### src/rtl/seg_scan_reader.sv
// -----------------------------------------------------------------------------
// seg_scan_reader
//
// Purpose: listens to a multiplexed six-digit 7-segment scan bus. Each active
// digit's segment pattern is decoded back to a hex nibble, and the 24-bit
// display word is reassembled from it. The word is published only after
// STABLE_FRAMES identical consecutive complete frames. Illegal selects or
// patterns pulse err and bump a saturating error counter.
//
// Ports:
//   clk1k      in   1  scan clock (same clock as the display driver)
//   clr        in   1  asynchronous active-high reset
//   seg_disp   in   8  segment bus, active-low, [7]=dp, [6:0]=g..a
//   seg_sel    in   6  digit select, active-low one-hot, bit i = digit i
//   seg_out    out 24  last stable word, digit i at [4i+3:4i]
//   dp_out     out  6  last stable dp per digit, active-high
//   blank_out  out  6  last stable blank flag per digit
//   stable     out  1  level: current identical-frame run >= STABLE_FRAMES
//   upd        out  1  one-cycle pulse when the published outputs are written
//   err        out  1  one-cycle pulse on an illegal select or pattern
//   err_cnt    out  8  saturating count of err pulses
//
// Handshake: none. The bus is sampled on every clock edge and the source
// never stalls; there is no valid/ready pair on either side.
// -----------------------------------------------------------------------------
module seg_scan_reader #(
    parameter int STABLE_FRAMES = 2
) (
    input  logic        clk1k,
    input  logic        clr,
    input  logic [7:0]  seg_disp,
    input  logic [5:0]  seg_sel,
    output logic [23:0] seg_out,
    output logic [5:0]  dp_out,
    output logic [5:0]  blank_out,
    output logic        stable,
    output logic        upd,
    output logic        err,
    output logic [7:0]  err_cnt
);

    localparam logic [3:0] STABLE_N = 4'(STABLE_FRAMES);
    localparam logic [3:0] RUN_MAX  = 4'd15;

    // Input register. Holds the bus already inverted to active-high, so the
    // cleared value is the idle bus (no digit selected, all segments off).
    logic [7:0]       disp_q;
    logic [5:0]       sel_q;

    // Frame being assembled.
    logic [5:0][3:0]  shadow_nib;
    logic [5:0]       shadow_dp;
    logic [5:0]       shadow_blank;
    logic [5:0]       mask;

    // Previous complete frame and length of the identical-frame run.
    logic [35:0]      last_frame;
    logic [3:0]       run;

    // Decode results for the registered sample.
    logic [2:0]       sel_ones;
    logic [2:0]       sel_idx;
    logic             seg_ok;
    logic             seg_blank;
    logic [3:0]       seg_nib;
    logic             capture;
    logic             bad;
    logic             frame_done;
    logic             frame_same;
    logic [35:0]      shadow_vec;
    logic [3:0]       run_next;
    logic [5:0]       mask_next;

    always_ff @(posedge clk1k or posedge clr) begin
        if (clr) begin
            disp_q <= '0;
            sel_q  <= '0;
        end else begin
            disp_q <= ~seg_disp;
            sel_q  <= ~seg_sel;
        end
    end

    // Count active selects and remember the index of the (last) active one.
    always_comb begin
        sel_ones = '0;
        sel_idx  = '0;
        for (int i = 0; i < 6; i++) begin
            if (sel_q[i]) begin
                sel_ones = sel_ones + 3'd1;
                sel_idx  = 3'(i);
            end
        end
    end

    always_comb begin
        seg_ok    = 1'b1;
        seg_blank = 1'b0;
        seg_nib   = 4'h0;
        case (disp_q[6:0])
            7'h3F:   seg_nib = 4'h0;
            7'h06:   seg_nib = 4'h1;
            7'h5B:   seg_nib = 4'h2;
            7'h4F:   seg_nib = 4'h3;
            7'h66:   seg_nib = 4'h4;
            7'h6D:   seg_nib = 4'h5;
            7'h7D:   seg_nib = 4'h6;
            7'h07:   seg_nib = 4'h7;
            7'h7F:   seg_nib = 4'h8;
            7'h6F:   seg_nib = 4'h9;
            7'h77:   seg_nib = 4'hA;
            7'h7C:   seg_nib = 4'hB;
            7'h39:   seg_nib = 4'hC;
            7'h5E:   seg_nib = 4'hD;
            7'h79:   seg_nib = 4'hE;
            7'h71:   seg_nib = 4'hF;
            7'h00:   seg_blank = 1'b1;
            default: seg_ok = 1'b0;
        endcase
    end

    always_comb begin
        capture    = (sel_ones == 3'd1) && seg_ok;
        bad        = (sel_ones > 3'd1) || ((sel_ones == 3'd1) && !seg_ok);
        frame_done = &mask;
        shadow_vec = {shadow_blank, shadow_dp, shadow_nib};
        frame_same = (shadow_vec == last_frame);
        if (!frame_same) begin
            run_next = 4'd1;
        end else if (run == RUN_MAX) begin
            run_next = RUN_MAX;
        end else begin
            run_next = run + 4'd1;
        end
        // A completed frame's mask clears first; a digit captured on the
        // same edge then starts the next frame.
        mask_next = frame_done ? 6'b0 : mask;
        if (capture) begin
            mask_next[sel_idx] = 1'b1;
        end
        if (bad) begin
            mask_next = '0;
        end
    end

    always_ff @(posedge clk1k or posedge clr) begin
        if (clr) begin
            shadow_nib   <= '0;
            shadow_dp    <= '0;
            shadow_blank <= '0;
            mask         <= '0;
            last_frame   <= '0;
            run          <= '0;
            seg_out      <= '0;
            dp_out       <= '0;
            blank_out    <= '0;
            stable       <= 1'b0;
            upd          <= 1'b0;
            err          <= 1'b0;
            err_cnt      <= '0;
        end else begin
            upd  <= 1'b0;
            err  <= bad;
            mask <= mask_next;

            if (capture) begin
                shadow_nib[sel_idx]   <= seg_nib;
                shadow_dp[sel_idx]    <= disp_q[7];
                shadow_blank[sel_idx] <= seg_blank;
            end

            if (bad) begin
                // An error outranks a frame evaluation on the same edge.
                run    <= '0;
                stable <= 1'b0;
                if (err_cnt != 8'hFF) begin
                    err_cnt <= err_cnt + 8'd1;
                end
            end else if (frame_done) begin
                last_frame <= shadow_vec;
                run        <= run_next;
                stable     <= (run_next >= STABLE_N);
                if (run_next == STABLE_N) begin
                    seg_out   <= shadow_nib;
                    dp_out    <= shadow_dp;
                    blank_out <= shadow_blank;
                    upd       <= 1'b1;
                end
            end
        end
    end

endmodule
### config.mk
export PLATFORM = sky130hd
export DESIGN_NAME = seg_scan_reader
export DESIGN_NICKNAME = d
export VERILOG_FILES = /design/src/rtl/seg_scan_reader.sv
export SDC_FILE = /design/constraint.sdc
export NUM_CORES = 1
export LEC_CHECK = 0
export ABC_AREA = 1
export CORE_ASPECT_RATIO = 0.9
export CORE_UTILIZATION = 44
export DETAILED_ROUTE_END_ITERATION = 10
export PLACE_DENSITY = 0.66
export SYNTH_ARGS = -nofsm -noshare
export SYNTH_HDL_FRONTEND = slang
export SYNTH_SLANG_ARGS = --single-unit
### constraint.sdc
create_clock -name clk1k -period 5.5 [get_ports clk1k]
set_input_delay 0.55 -clock clk1k [delete_from_list [all_inputs] [get_ports clk1k]]
set_output_delay 0.55 -clock clk1k [all_outputs]
set_load 0.01 [all_outputs]
==> impl_metrics.env <==
export IMPL_die_h_um=121
export IMPL_dp_cells=1117
export IMPL_maxSlewHeadroom_pct=26.5
export IMPL_cts_tree="done"
export IMPL_synth_edf_count=0
export IMPL_yosysTopAreaCellShare_pct=51.5
export IMPL_ys_ff_latch=143
export IMPL_cts_htree_levels=4
export IMPL_synth_fp_nets=899
export IMPL_antenna_cells=0
export IMPL_max_freq_mhz=226
export IMPL_critPathMaxFanout=34
export IMPL_syn2layout_area_growth_pct=20.7
export IMPL_worstPathRequired_ps=5800
export IMPL_worstSetupEndpoint="seg_out[2]$_DFFE_PP0P_"
export IMPL_syn_area_mm2=0.00695
export IMPL_ys_async_sr_fraction_pct=100
export IMPL_worst_skew_pair_late_latency_ps=420
export IMPL_cts_setup_buffers=0
export IMPL_dr_first_iter_drc_count=405
export IMPL_power_total_mw=2.74
export IMPL_fin_tns_setup_ps=0
export IMPL_power_density_mw_per_mm2=327
export IMPL_cts_buffers=17
export IMPL_grt_pass1_vias=5328
export IMPL_timing_rr_start="sel_q[0]$_DFF_PP0_"
export IMPL_grt_overflow=0
export IMPL_dr_pass1_iters=5
export IMPL_worst_r2r_setup_slack_ps=1080
export IMPL_cap_violations=0
export IMPL_startpoint="sel_q[0]$_DFF_PP0_"
export IMPL_grtUsageTotal_pct=20.5
export IMPL_final_hold_violation_count=0
export IMPL_min_period_over_period_pct=80.4
export IMPL_tightestPinTransition_ps=1100
export IMPL_setup_viol=0
export IMPL_dieArea_mm2=0.0163
export IMPL_initial_core_util_pct=45.0
export IMPL_post_dp_cell_area_mm2=0.00772
export IMPL_vias_per_cell=4.91
export IMPL_yosys_area_top_type="dfrtp_1"
export IMPL_critPathCaptureType="flop"
export IMPL_ys_warn_count=0
export IMPL_via_count=5642
export IMPL_layout_min_cycle_time_ps=4420
export IMPL_reg2regPathDepth=26
export IMPL_path_clk_slew_ps=60
export IMPL_port_buffers=62
export IMPL_fin_area_mm2=0.00838
export IMPL_hold_class="flop to flop"
export IMPL_criticalPathCategory="flop to flop"
export IMPL_drc_errors=0
export IMPL_worst_r2r_endpoint="seg_out[2]$_DFFE_PP0P_"
export IMPL_std_cell_rows=43
export IMPL_synth_flop_cell="dfrtp_1"
export IMPL_synth_area_leaders="dfrtp_1, nand2_1, nand3_1"
export IMPL_root_buffer="clkbuf_16"
export IMPL_grt_pass1_wl_um=25800
export IMPL_dpl_hpwl_um=9970
export IMPL_fin_skew_ps=6.62
export IMPL_slew_violations=0
export IMPL_drive_above_1_share_pct=5.91
export IMPL_route_detailed_wl_per_inst_um=12.8
export IMPL_vdd_drop_max_mv=0.218
export IMPL_status="finished, final reports clean"
export IMPL_ant_nets=0
export IMPL_yosysMostFrequentCell="nand2_1"
export IMPL_ios=63
export IMPL_die_width_um=134
export IMPL_crit_path_start_kind="flop"
export IMPL_wirelength_um=14700
export IMPL_cts_path_max_buffers=2
export IMPL_timing_final_ws_setup_ps=1080
export IMPL_ctsResizeCount=0
export IMPL_avgSynthCellArea_um2=7.94
export IMPL_worst_endpoint_arrival_ps=4720
export IMPL_gp_congestion=0.818
export IMPL_p_leak_nw=4.31
export IMPL_yosysUniqueCellTypes=36
export IMPL_antenna_found_initial=0
export IMPL_rsz0062_at_grt="false"
export IMPL_netlist_instances=875
export IMPL_core_area_mm2=0.0154
export IMPL_synth_common_cells="nand2_1, dfrtp_1, inv_1, nand3_1, o21ai_0"
export IMPL_cts_sinks=143
export IMPL_fin_cells=1149
export IMPL_fin_nets=958
export IMPL_cts_hold_buf=0
export IMPL_grt_max_degree=106
export IMPL_hold_start="dp_out[5]$_DFFE_PP0P_"
export IMPL_dp_slack_ps=1100
export IMPL_synth_seq_area_share_pct=51.5
==> worst min-delay path by stage <==
stage / to / depth (start not counted) / slack, ps
after floorplan: mask[0]$_DFF_PP0_ / 2 / 450
after global placement: seg_out[5]$_DFFE_PP0P_ / 2 / 460
after detailed placement: seg_out[2]$_DFFE_PP0P_ / 2 / 460
after CTS: dp_out[3]$_DFFE_PP0P_ / 2 / 480
after global routing: blank_out[3]$_DFFE_PP0P_ / 2 / 490
final: dp_out[5]$_DFFE_PP0P_ / 2 / 470
==> routing by layer <==
layer / track usage [%] / vias up / routed length [µm]
met1: 28.3 / 2600 / 7210
met5: 0 / - / 0
met3: 5.43 / 16 / 630
li1: - / 2903 / -
met2: 31.2 / 123 / 6660
met4: 7.02 / 0 / 238
==> power by group <==
| part | switching [mW] | total (mW) | internal, mW |
|---|---|---|---|
| clock | 0.428 | 1.28 | 0.851 |
| sequential | 0.0525 | 1.15 | 1.09 |
| combinational | 0.190 | 0.319 | 0.129 |
| total | 0.671 | 2.74 | 2.07 |
==> critical path, cell delays in order (launching register included) <==
cell     delay (ps)
dfrtp_1         370
inv_1            70
ha_1            320
inv_1            60
nand2_1          60
nand2_1         140
inv_2            60
ha_1            270
nand2_1          90
nand2_1          60
nand2_1          50
nand3_1          80
nand2_1          80
ha_1            140
nand2_1          60
xnor2_1         200
inv_1            60
nand2_1          50
nand2_1          60
inv_1            50
nand2_1          40
nand2_1         100
nand3_4         280
nor2_8          440
nand2_1         760
nand2_1         270
nand2_1          70
==> cell type report <==
cell class,instances,area (µm²)
Inverter,98,373
Multi-Input combinational cell,607,2860
Fill cell,1449,7060
Tap cell,202,253
Clock inverter,10,181
Sequential cell,143,3580
Clock buffer,22,484
Timing Repair Buffer,67,658
==> state kept, by name (all words and copies together) (netlist names), 4 cells and up <==
signal / cells
blank_out: 6
sel_q: 6
mask: 6
run: 4
last_frame: 36
shadow_dp: 6
disp_q: 8
dp_out: 6
shadow_nib: 24
seg_out: 24
shadow_blank: 6
err_cnt: 8
==> cells in the final DEF (no fill, tap or decap), drive strengths merged, types with 14 or more instances in the layout <==
| master | n |
|---|---|
| clkbuf | 22 |
| clkdlybuf4s50 | 62 |
| dfrtp | 143 |
| inv | 98 |
| nand2 | 336 |
| nand3 | 82 |
| nand4 | 24 |
| nor2 | 40 |
| o21ai | 68 |
| xnor2 | 14 |
==> through the flow <==
stage	util [%]	hold slack, ps
after detailed placement	50.0	459
after CTS	54.3	475
after global routing	54.3	488
after floorplan	-	450
after global placement	50.0	456
final	54.3	468
==> logic make-up after synthesis <==
kind of cell    share of synthesized area [%]
xor+xnor                                 2.90
compound gates                           5.69
simple gates                             31.0
flops                                    51.5
buf+inv                                  7.46
fa+ha+maj                                1.44
Power figures use the tool's default switching activity.
